===== src/rtl/shift8_frame_ctrl_if.sv =====
// ---------------------------------------------------------------------------
// shift8_frame_ctrl_if
//   Bundles every non-clock signal of the shift8_frame_ctrl frame sequencer:
//   the upstream sample stream, the port to the 8-entry complex shift
//   register, and the downstream sample stream.
//   Modports:
//     master : the frame controller (drives in_ready, sr_*, out_*, frame_done)
//     slave  : the surrounding environment (upstream source, shift register,
//              downstream sink)
//   Parameter DW: sample width per component (re/im), two's complement.
// ---------------------------------------------------------------------------
interface shift8_frame_ctrl_if #(
    parameter int DW = 10
);
    // upstream stream
    logic          in_valid;
    logic          in_ready;
    logic [DW-1:0] in_re;
    logic [DW-1:0] in_im;
    // shift register port
    logic          sr_ren;
    logic [DW-1:0] sr_dinre;
    logic [DW-1:0] sr_dinim;
    logic [2:0]    sr_sel;
    logic [DW-1:0] sr_doutre;
    logic [DW-1:0] sr_doutim;
    // downstream stream
    logic          out_valid;
    logic          out_ready;
    logic [DW-1:0] out_re;
    logic [DW-1:0] out_im;
    logic [2:0]    out_idx;
    logic          out_last;
    logic          frame_done;

    modport master (
        input  in_valid, in_re, in_im, sr_doutre, sr_doutim, out_ready,
        output in_ready, sr_ren, sr_dinre, sr_dinim, sr_sel,
               out_valid, out_re, out_im, out_idx, out_last, frame_done
    );

    modport slave (
        output in_valid, in_re, in_im, sr_doutre, sr_doutim, out_ready,
        input  in_ready, sr_ren, sr_dinre, sr_dinim, sr_sel,
               out_valid, out_re, out_im, out_idx, out_last, frame_done
    );
endinterface


===== src/rtl/shift8_frame_ctrl.sv =====
// ---------------------------------------------------------------------------
// shift8_frame_ctrl
//   Frame sequencer in front of the 8-entry complex shift register of the
//   FFT64 datapath. Loads 8 samples from a valid/ready stream into the
//   register, then sweeps the register read select to stream the frame out
//   through a second valid/ready handshake. Load and drain never overlap.
//
//   Ports:
//     clk    : clock, rising edge
//     rst_n  : synchronous active-low reset
//     bus    : shift8_frame_ctrl_if.master
//              in_valid/in_ready/in_re/in_im      upstream samples
//              sr_ren/sr_dinre/sr_dinim/sr_sel    shift register control
//              sr_doutre/sr_doutim                register read data
//              out_valid/out_ready/out_re/out_im  downstream samples
//              out_idx/out_last                   sample index / last flag
//              frame_done                         1-cycle pulse after frame
//
//   Configuration macro SHIFT8_BITREV_EN:
//     defined   -> drain order is bit-reversed (0,4,2,6,1,5,3,7)
//     undefined -> drain order is natural (0..7)
//
//   Only state, cnt and frame_done are flops; the handshake outputs are
//   decoded from them so the first out_valid appears the cycle after the
//   8th accept and the next in_ready the cycle after the 8th drain.
// ---------------------------------------------------------------------------
module shift8_frame_ctrl #(
    parameter int DW = 10
) (
    input  logic                clk,
    input  logic                rst_n,
    shift8_frame_ctrl_if.master bus
);

    typedef enum logic {
        LOAD  = 1'b0,
        DRAIN = 1'b1
    } state_t;

    state_t        state_r;
    logic [2:0]    cnt_r;
    logic          frame_done_r;

    logic          in_ready_s;
    logic          out_valid_s;
    logic          out_last_s;
    logic [2:0]    sel_s;
    logic          accept_s;
    logic          handshake_s;
    logic [DW-1:0] out_re_s;
    logic [DW-1:0] out_im_s;

    // Drain order: the register returns arrival order, so bit-reversal of
    // the drain counter yields the radix-2 DIT input ordering.
    function automatic logic [2:0] map_sel(input logic [2:0] c);
`ifdef SHIFT8_BITREV_EN
        return {c[0], c[1], c[2]};
`else
        return c;
`endif
    endfunction

    // Output decode from state/cnt; everything is held low while in reset.
    always_comb begin
        in_ready_s  = 1'b0;
        out_valid_s = 1'b0;
        out_last_s  = 1'b0;
        sel_s       = 3'd0;
        if (!rst_n) begin
            in_ready_s  = 1'b0;
            out_valid_s = 1'b0;
        end else begin
            case (state_r)
                LOAD: begin
                    in_ready_s = 1'b1;
                end
                DRAIN: begin
                    out_valid_s = 1'b1;
                    sel_s       = map_sel(cnt_r);
                    out_last_s  = (cnt_r == 3'd7);
                end
                default: begin
                    in_ready_s  = 1'b0;
                    out_valid_s = 1'b0;
                end
            endcase
        end
    end

    assign accept_s    = bus.in_valid & in_ready_s;
    assign handshake_s = out_valid_s & bus.out_ready;
    assign out_re_s    = bus.sr_doutre;
    assign out_im_s    = bus.sr_doutim;

    // Frame sequencer: counts accepts in LOAD and handshakes in DRAIN.
    always_ff @(posedge clk) begin
        if (!rst_n) begin
            state_r      <= LOAD;
            cnt_r        <= 3'd0;
            frame_done_r <= 1'b0;
        end else begin
            frame_done_r <= 1'b0;
            case (state_r)
                LOAD: begin
                    if (accept_s) begin
                        cnt_r <= cnt_r + 3'd1;
                        if (cnt_r == 3'd7) begin
                            state_r <= DRAIN;
                        end
                    end
                end
                DRAIN: begin
                    // A stalled downstream simply leaves cnt (and sel) alone.
                    if (handshake_s) begin
                        cnt_r <= cnt_r + 3'd1;
                        if (cnt_r == 3'd7) begin
                            state_r      <= LOAD;
                            frame_done_r <= 1'b1;
                        end
                    end
                end
                default: begin
                    state_r <= LOAD;
                    cnt_r   <= 3'd0;
                end
            endcase
        end
    end

    assign bus.in_ready   = in_ready_s;
    assign bus.sr_ren     = accept_s;
    assign bus.sr_dinre   = bus.in_re;
    assign bus.sr_dinim   = bus.in_im;
    assign bus.sr_sel     = sel_s;
    assign bus.out_valid  = out_valid_s;
    assign bus.out_re     = out_re_s;
    assign bus.out_im     = out_im_s;
    assign bus.out_idx    = sel_s;
    assign bus.out_last   = out_last_s;
    assign bus.frame_done = frame_done_r;

endmodule


===== src/flat_wrapper.sv =====
// flat-port wrapper written by rule: the top's interface ports become plain ports
module shift8_frame_ctrl_flat 
#(
    parameter int DW = 10
)
  (clk, rst_n, bus_in_valid, bus_in_re, bus_in_im, bus_sr_doutre, bus_sr_doutim, bus_out_ready, bus_in_ready, bus_sr_ren, bus_sr_dinre, bus_sr_dinim, bus_sr_sel, bus_out_valid, bus_out_re, bus_out_im, bus_out_idx, bus_out_last, bus_frame_done);
  shift8_frame_ctrl_if #(.DW(DW)) bus_i ();
  input  logic clk;
  input  logic rst_n;
  input wire logic [$bits(bus_i.in_valid)-1:0] bus_in_valid;
  input wire logic [$bits(bus_i.in_re)-1:0] bus_in_re;
  input wire logic [$bits(bus_i.in_im)-1:0] bus_in_im;
  input wire logic [$bits(bus_i.sr_doutre)-1:0] bus_sr_doutre;
  input wire logic [$bits(bus_i.sr_doutim)-1:0] bus_sr_doutim;
  input wire logic [$bits(bus_i.out_ready)-1:0] bus_out_ready;
  output wire logic [$bits(bus_i.in_ready)-1:0] bus_in_ready;
  output wire logic [$bits(bus_i.sr_ren)-1:0] bus_sr_ren;
  output wire logic [$bits(bus_i.sr_dinre)-1:0] bus_sr_dinre;
  output wire logic [$bits(bus_i.sr_dinim)-1:0] bus_sr_dinim;
  output wire logic [$bits(bus_i.sr_sel)-1:0] bus_sr_sel;
  output wire logic [$bits(bus_i.out_valid)-1:0] bus_out_valid;
  output wire logic [$bits(bus_i.out_re)-1:0] bus_out_re;
  output wire logic [$bits(bus_i.out_im)-1:0] bus_out_im;
  output wire logic [$bits(bus_i.out_idx)-1:0] bus_out_idx;
  output wire logic [$bits(bus_i.out_last)-1:0] bus_out_last;
  output wire logic [$bits(bus_i.frame_done)-1:0] bus_frame_done;
  assign bus_i.in_valid = bus_in_valid;
  assign bus_i.in_re = bus_in_re;
  assign bus_i.in_im = bus_in_im;
  assign bus_i.sr_doutre = bus_sr_doutre;
  assign bus_i.sr_doutim = bus_sr_doutim;
  assign bus_i.out_ready = bus_out_ready;
  assign bus_in_ready = bus_i.in_ready;
  assign bus_sr_ren = bus_i.sr_ren;
  assign bus_sr_dinre = bus_i.sr_dinre;
  assign bus_sr_dinim = bus_i.sr_dinim;
  assign bus_sr_sel = bus_i.sr_sel;
  assign bus_out_valid = bus_i.out_valid;
  assign bus_out_re = bus_i.out_re;
  assign bus_out_im = bus_i.out_im;
  assign bus_out_idx = bus_i.out_idx;
  assign bus_out_last = bus_i.out_last;
  assign bus_frame_done = bus_i.frame_done;
  shift8_frame_ctrl #(.DW(DW)) u_core (.clk(clk), .rst_n(rst_n), .bus(bus_i));
endmodule

===== config.mk =====
export PLATFORM = sky130hd
export DESIGN_NAME = shift8_frame_ctrl_flat
export DESIGN_NICKNAME = d
export VERILOG_FILES = /design/src/rtl/shift8_frame_ctrl_if.sv /design/src/rtl/shift8_frame_ctrl.sv /design/src/flat_wrapper.sv
export SDC_FILE = /design/constraint.sdc
export NUM_CORES = 1
export LEC_CHECK = 0
export BUFFER_PORTS_ARGS = -buffer_cell sky130_fd_sc_hd__buf_4
export CAP_MARGIN = 0
export CORE_MARGIN = 8
export CORE_UTILIZATION = 29
export DETAILED_ROUTE_END_ITERATION = 7
export PLACE_DENSITY_LB_ADDON = 0.1
export SKIP_CTS_REPAIR_TIMING = 1
export SLEW_MARGIN = 30
export SYNTH_ARGS = -nofsm -noshare
export SYNTH_HDL_FRONTEND = slang
export SYNTH_SLANG_ARGS = --single-unit

===== constraint.sdc =====
create_clock -name clk -period 1.3 [get_ports clk]
set_input_delay 0.065 -clock clk [delete_from_list [all_inputs] [get_ports clk]]
set_output_delay 0.065 -clock clk [all_outputs]
set_load 0.02 [all_outputs]

==> flow_summary_export.csv, run 1 <==
group,metric,value,unit
yosys,yosysUniqueCellTypes,16,
yosys,ys_ff_latch,5,
timing,drv_slew,0,
routing,first_pass_iters,2,
run,maxCapViolCount,0,
worst_setup_path,criticalPathCategory,"flop to output port",
worst_setup_path,critical_path.most_common_cell,"ha_4",
global_routing,grt_pass1_wl,1.52,mm
timing,post-route-period-util,0.961,
timing,clock_skew,0.00237,ns
routing,wirelength,1.01,mm
global_routing,grt_usage,0.0506,
worst_setup_path,worst-path-max-fanout,4,
timing,rsz0062_at_grt,"no",
clock_tree,cts_tree,"yes",
die,fp.dieH,62.2,µm
die,pin_count,95,
global_routing,antenna_found_initial,0,
place,dpl.cell_count,70,
worst_setup_path,cp_top_family,"flip-flops",
layout,diodes,0,
place,post-place-ws,0.0726,ns
worst_setup_path,max_stage_delay,0.33,ns
layout,fin_nets,95,
yosys,synth_seq_area_share,0.162,
timing,fin_ws,0.0512,ns
global_routing,grt_max_degree,14,
routing,drc,0,
power_and_ir_drop,p_comb_frac,0.123,
yosys,postSynthAreaPerCell,8.47,µm²
worst_setup_path,cp-end-kind,"output port",
power_and_ir_drop,cellPowerDensity,805,nW/µm²
yosys,synth_nets,120,
timing,tns,0,ns
timing,finalSetupViolCount,0,
yosys,yosysWarnings,0,
timing,fin_hold_ws,0.0748,ns
place,place_congestion,0.676,
global_routing,grt_pass1_vias,305,
worst_setup_path,critPathBufInv,1,
timing,max_freq,801,MHz
clock_tree,root_buffer,"clkbuf_4",
timing,hold_viol,0,
layout,area_growth,-20.4,%
power_and_ir_drop,peakVddDrop,0.221,mV
routing,wl_per_cell,13.7,µm
place,dpl.hpwl,832,µm
clock_tree,cts_sinks,5,
clock_tree,path_clk_slew,0.04,ns
outcome,status,"finished, final reports clean",
layout,layout.cells.non_filler,74,
global_routing,overflow,0,
timing,slew_headroom,0.770,
routing,ant_nets,0,
routing,vias_per_cell,4.28,
clock_tree,clock_latency,0.24,ns
routing,drtIter0Drc,6,
worst_hold_path,hp-class,"input pin to flop",
worst_setup_path,critical_path_required,1.24,ns
worst_setup_path,slowest_stage,"dfxtp_2",
clock_tree,clock_path_buffers,2,
power_and_ir_drop,switchingPower,92.7,µW
yosys,synth.cell_area,618,µm²
worst_setup_path,arrival,1.18,ns
power_and_ir_drop,power.internal,303,µW
clock_tree,cts_buffers,3,
place,portBuffers,14,
die,die_w,62.2,µm
die,die-area,3860,µm²
clock_tree,ctsHtreeMaxLevel,1,
layout,drive_gt1_frac,0.638,
timing,fin_crit,1.25,ns
routing,vias,317,
yosys,synthCells,73,
die,design.core.area,1980,µm²
power_and_ir_drop,swShare,0.234,
die,initial_core_util,0.312,
worst_setup_path,path_cells,"ha_4 > ha_4 > and3_4 > buf_6",
timing,worst_pin_slew,0.338,ns
die,rows,16,
power_and_ir_drop,clkPwrFrac,0.449,
power_and_ir_drop,leakagePower,0.000235,µW
power_and_ir_drop,sequentialPowerShare,0.428,
worst_setup_path,start_kind,"flop",
[sequential cells by signal, summed over array words and instances (netlist names)]
register / flops
u_core.cnt_r: 3
u_core.bus.frame_done: 1
u_core.state_r: 1
[worst paths after layout]
path,endpoint,cells after the start,start,slack [ns]
min reg2reg,u_core.cnt_r[1],2,u_core.cnt_r[1],0.49
max,bus_out_last,4,u_core.cnt_r[0],0.05
max reg2reg,u_core.state_r,4,u_core.cnt_r[0],0.19
min,u_core.bus.frame_done,2,bus_out_ready,0.07
[cell families after synthesis]
kind of cell	synth area share
muxes	0.0708
and+or+nand+nor	0.152
buffers and inverters	0.530
DFF	0.162
adders and majority gates	0.0607
AOI/OAI and AO/OA	0.0243
[cell usage after synthesis (all sizes together)]
| master | count | area share |
|---|---|---|
| o21a | 1 | 0.012 |
| and3 | 5 | 0.059 |
| nand2 | 5 | 0.030 |
| and2b | 1 | 0.014 |
| a21boi | 1 | 0.012 |
| ha | 3 | 0.061 |
| and3b | 1 | 0.016 |
| buf | 44 | 0.53 |
| mux2i | 4 | 0.071 |
| and2 | 2 | 0.022 |
| dfxtp | 5 | 0.16 |
| nand2b | 1 | 0.010 |
[through the flow]
stage / area (µm²) / util / power [µW]
after CTS: 455 / 0.230 / 398
after global placement: 429 / 0.217 / 213
after global routing: 492 / 0.248 / 427
after detailed placement: 429 / 0.217 / 213
after floorplan: 618 / - / 374
final: 492 / 0.248 / 396
[cell type report]
class / instances / area [µm²]
clock buffer: 4 / 26.3
fill: 217 / 1490
multi-input combinational: 24 / 219
sequential: 5 / 104
tap: 27 / 33.8
timing repair buffer: 14 / 109
[power groups by stage]
stage          sequential (µW)  clock, µW  combinational [µW]
6_report                   169        178                48.7
3_5_place_dp               168          0                45.0
4_1_cts                    165        188                45.1
3_3_place_gp               168          0                45.1
5_1_grt                    169        203                54.6
2_1_floorplan              167          0                 207
[worst reg2reg max path, cell delays in order, from the launching register on]
cell and delay, ns:
dfxtp_2 0.33, ha_4 0.17, ha_4 0.15, and3b_2 0.20, o21a_1 0.16
[cell usage in the layout, fill, tap and decap left out, drive strengths merged]
cell type / count
a21boi: 1
and2: 2
and2b: 1
and3: 5
and3b: 1
buf: 14
clkbuf: 4
dfxtp: 5
ha: 3
mux2i: 4
nand2: 5
nand2b: 1
o21a: 1
[layer usage]
layer	GRT usage	routed length [µm]	vias up
li1	-	-	137
met1	0.0347	319	143
met2	0.0699	458	27
met3	0.0609	203	10
met4	0.0466	33	0
met5	0	0	-
No activity file was read; power rests on OpenSTA's default activity.
==> run 2: changes to the inputs <==
--- a/config.mk
+++ b/config.mk
@@ -7,6 +7,7 @@
 export LEC_CHECK = 0
 export BUFFER_PORTS_ARGS = -buffer_cell sky130_fd_sc_hd__buf_4
 export CAP_MARGIN = 0
+export CORE_ASPECT_RATIO = 1.4
 export CORE_MARGIN = 8
 export CORE_UTILIZATION = 29
 export DETAILED_ROUTE_END_ITERATION = 7
==> constraint.sdc (replaced) <==
create_clock -name clk -period 1.3 [get_ports clk]
set_input_delay 0.065 -clock clk [delete_from_list [all_inputs] [get_ports clk]]
set_output_delay 0.065 -clock clk [all_outputs]
set_load 0.005 [all_outputs]
==> run 2 against run 1 <==
Final cell count shrank 4.1%. Sequential share of layout area shrank 0.37 points. Die area grew 0.54%. Design area grew 1.8%. Via count shrank 2.5%. Highest routed layer unchanged. Largest cell class unchanged.
==> flow_summary_export.csv, run 2 (synthesized netlist as in run 1, its figures left out) <==
group,metric,value,unit
routing,first_pass_iters,4,
global_routing,antenna_found_initial,0,
power_and_ir_drop,sequentialPowerShare,0.426,
routing,wl_per_cell,14.1,µm
worst_setup_path,critical_path.most_common_cell,"ha_4",
global_routing,grt_pass1_wl,1.36,mm
worst_setup_path,arrival,1.17,ns
clock_tree,cts_sinks,5,
die,die_w,55.0,µm
place,dpl.hpwl,751,µm
global_routing,grt_usage,0.0474,
worst_setup_path,start_kind,"flop",
power_and_ir_drop,switchingPower,91.3,µW
timing,rsz0062_at_grt,"no",
worst_setup_path,max_stage_delay,0.33,ns
worst_setup_path,cp-end-kind,"output port",
place,portBuffers,14,
layout,area_growth,-19.0,%
layout,final_cell_mix,"buf_4 (15), nand2_1 (5)",
die,die-area,3890,µm²
timing,clock_skew,0.000766,ns
timing,hold_viol,0,
timing,fin_crit,1.23,ns
routing,drc,0,
worst_setup_path,worst-path-max-fanout,3,
worst_setup_path,timing.rr.start,"u_core.cnt_r[1]",
clock_tree,ctsHtreeMaxLevel,1,
clock_tree,clock_path_buffers,2,
routing,wirelength,998,µm
clock_tree,clock_latency,0.24,ns
global_routing,grt_max_degree,14,
layout,post-route-util,0.238,
run,maxCapViolCount,0,
worst_hold_path,hold_path.startpoint,"bus_out_ready",
layout,diodes,0,
layout,top_register,"u_core.cnt_r",
place,place_congestion,0.633,
power_and_ir_drop,swShare,0.230,
global_routing,overflow,0,
worst_setup_path,critical_path_required,1.24,ns
power_and_ir_drop,peakVddDrop,0.370,mV
power_and_ir_drop,cellPowerDensity,793,nW/µm²
power_and_ir_drop,p_comb_frac,0.122,
routing,drtIter0Drc,6,
worst_setup_path,cp-startpoint,"u_core.cnt_r[1]",
timing,slew_headroom,0.766,
layout,drive_gt1_frac,0.653,
worst_setup_path,criticalPathCategory,"flop to output port",
timing,drv_slew,0,
clock_tree,cts_buffers,3,
clock_tree,path_clk_slew,0.04,ns
die,design.core.area,2100,µm²
global_routing,grt_pass1_vias,319,
layout,fin_nets,97,
power_and_ir_drop,clkPwrFrac,0.452,
die,initial_core_util,0.294,
routing,ant_nets,0,
worst_hold_path,hp-class,"input pin to flop",
power_and_ir_drop,leakagePower,0.000246,µW
timing,finalSetupViolCount,0,
clock_tree,root_buffer,"clkbuf_4",
layout,layout.cells.non_filler,71,
die,fp.dieH,70.6,µm
timing,max_freq,810,MHz
outcome,status,"finished, final reports clean",
layout,largest_reg_flops,3,
timing,worst_pin_slew,0.343,ns
worst_setup_path,slowest_stage,"dfxtp_2",
place,dpl.cell_count,66,
clock_tree,cts_tree,"yes",
power_and_ir_drop,power.internal,305,µW
timing,post-route-period-util,0.950,
worst_setup_path,path_cells,"ha_4 > ha_4 > and3_4 > buf_6",
die,rows,20,
routing,vias,309,
routing,vias_per_cell,4.35,
die,pin_count,95,
layout,mostFrequentLayoutCell,"buf_4",
[run 2: cell types whose count changed in the layout (fill, tap and decap cells not counted), sizes merged]
cell  delta
buf      +2
[run 2: metrics by stage]
step / area [µm²] / TNS (ns) / hold slack [ns] / total power [µW] / setup WS (ns)
4_1_cts: 457 / -0.124 / 0.0857 / 397 / -0.124
5_1_grt: 500 / 0 / 0.0946 / 427 / 0.0261
3_5_place_dp: 430 / 0 / 0.130 / 209 / 0.0738
2_1_floorplan: 618 / 0 / 0.211 / 290 / 0.137
3_3_place_gp: 430 / 0 / 0.130 / 209 / 0.0959
6_report: 500 / 0 / 0.0906 / 397 / 0.0652
[run 2: metal layers]
| metal | global-route usage | vias up | part of all wire |
|---|---|---|---|
| met3 | 0.0482 | 6 | 0.23 |
| met2 | 0.0556 | 26 | 0.42 |
| li1 | - | 141 | - |
| met1 | 0.0445 | 136 | 0.33 |
| met5 | 0 | - | 0 |
| met4 | 0.0429 | 0 | 0.021 |
[run 2: final timing paths]
kind | to | slack [ns] | cells after the start
max | bus_out_last | 0.07 | 4
min | u_core.bus.frame_done | 0.09 | 2
max reg2reg | u_core.state_r | 0.18 | 4
min reg2reg | u_core.cnt_r[1] | 0.49 | 2
[run 2: layout make-up]
cell class	instances	area, µm²
fill	251	1600
timing repair buffer	16	124
multi-input combinational	24	219
sequential	5	104
clock buffer	4	26.3
tap	22	27.5
[run 2: critical path, delay by kind of cell, from the launching register on]
kind          cells  cell delay (ns)
fa+ha+maj         2             0.32
buf+inv           1             0.11
flops             1             0.33
simple gates      1             0.17
[run 2: power groups by stage]
stage / clock network (µW) / registers, µW / logic [µW]
6_report: 179 / 169 / 48.3
5_1_grt: 203 / 169 / 55.7
4_1_cts: 190 / 165 / 41.3
3_5_place_dp: 0 / 168 / 41.1
3_3_place_gp: 0 / 168 / 41.2
2_1_floorplan: 0 / 167 / 123
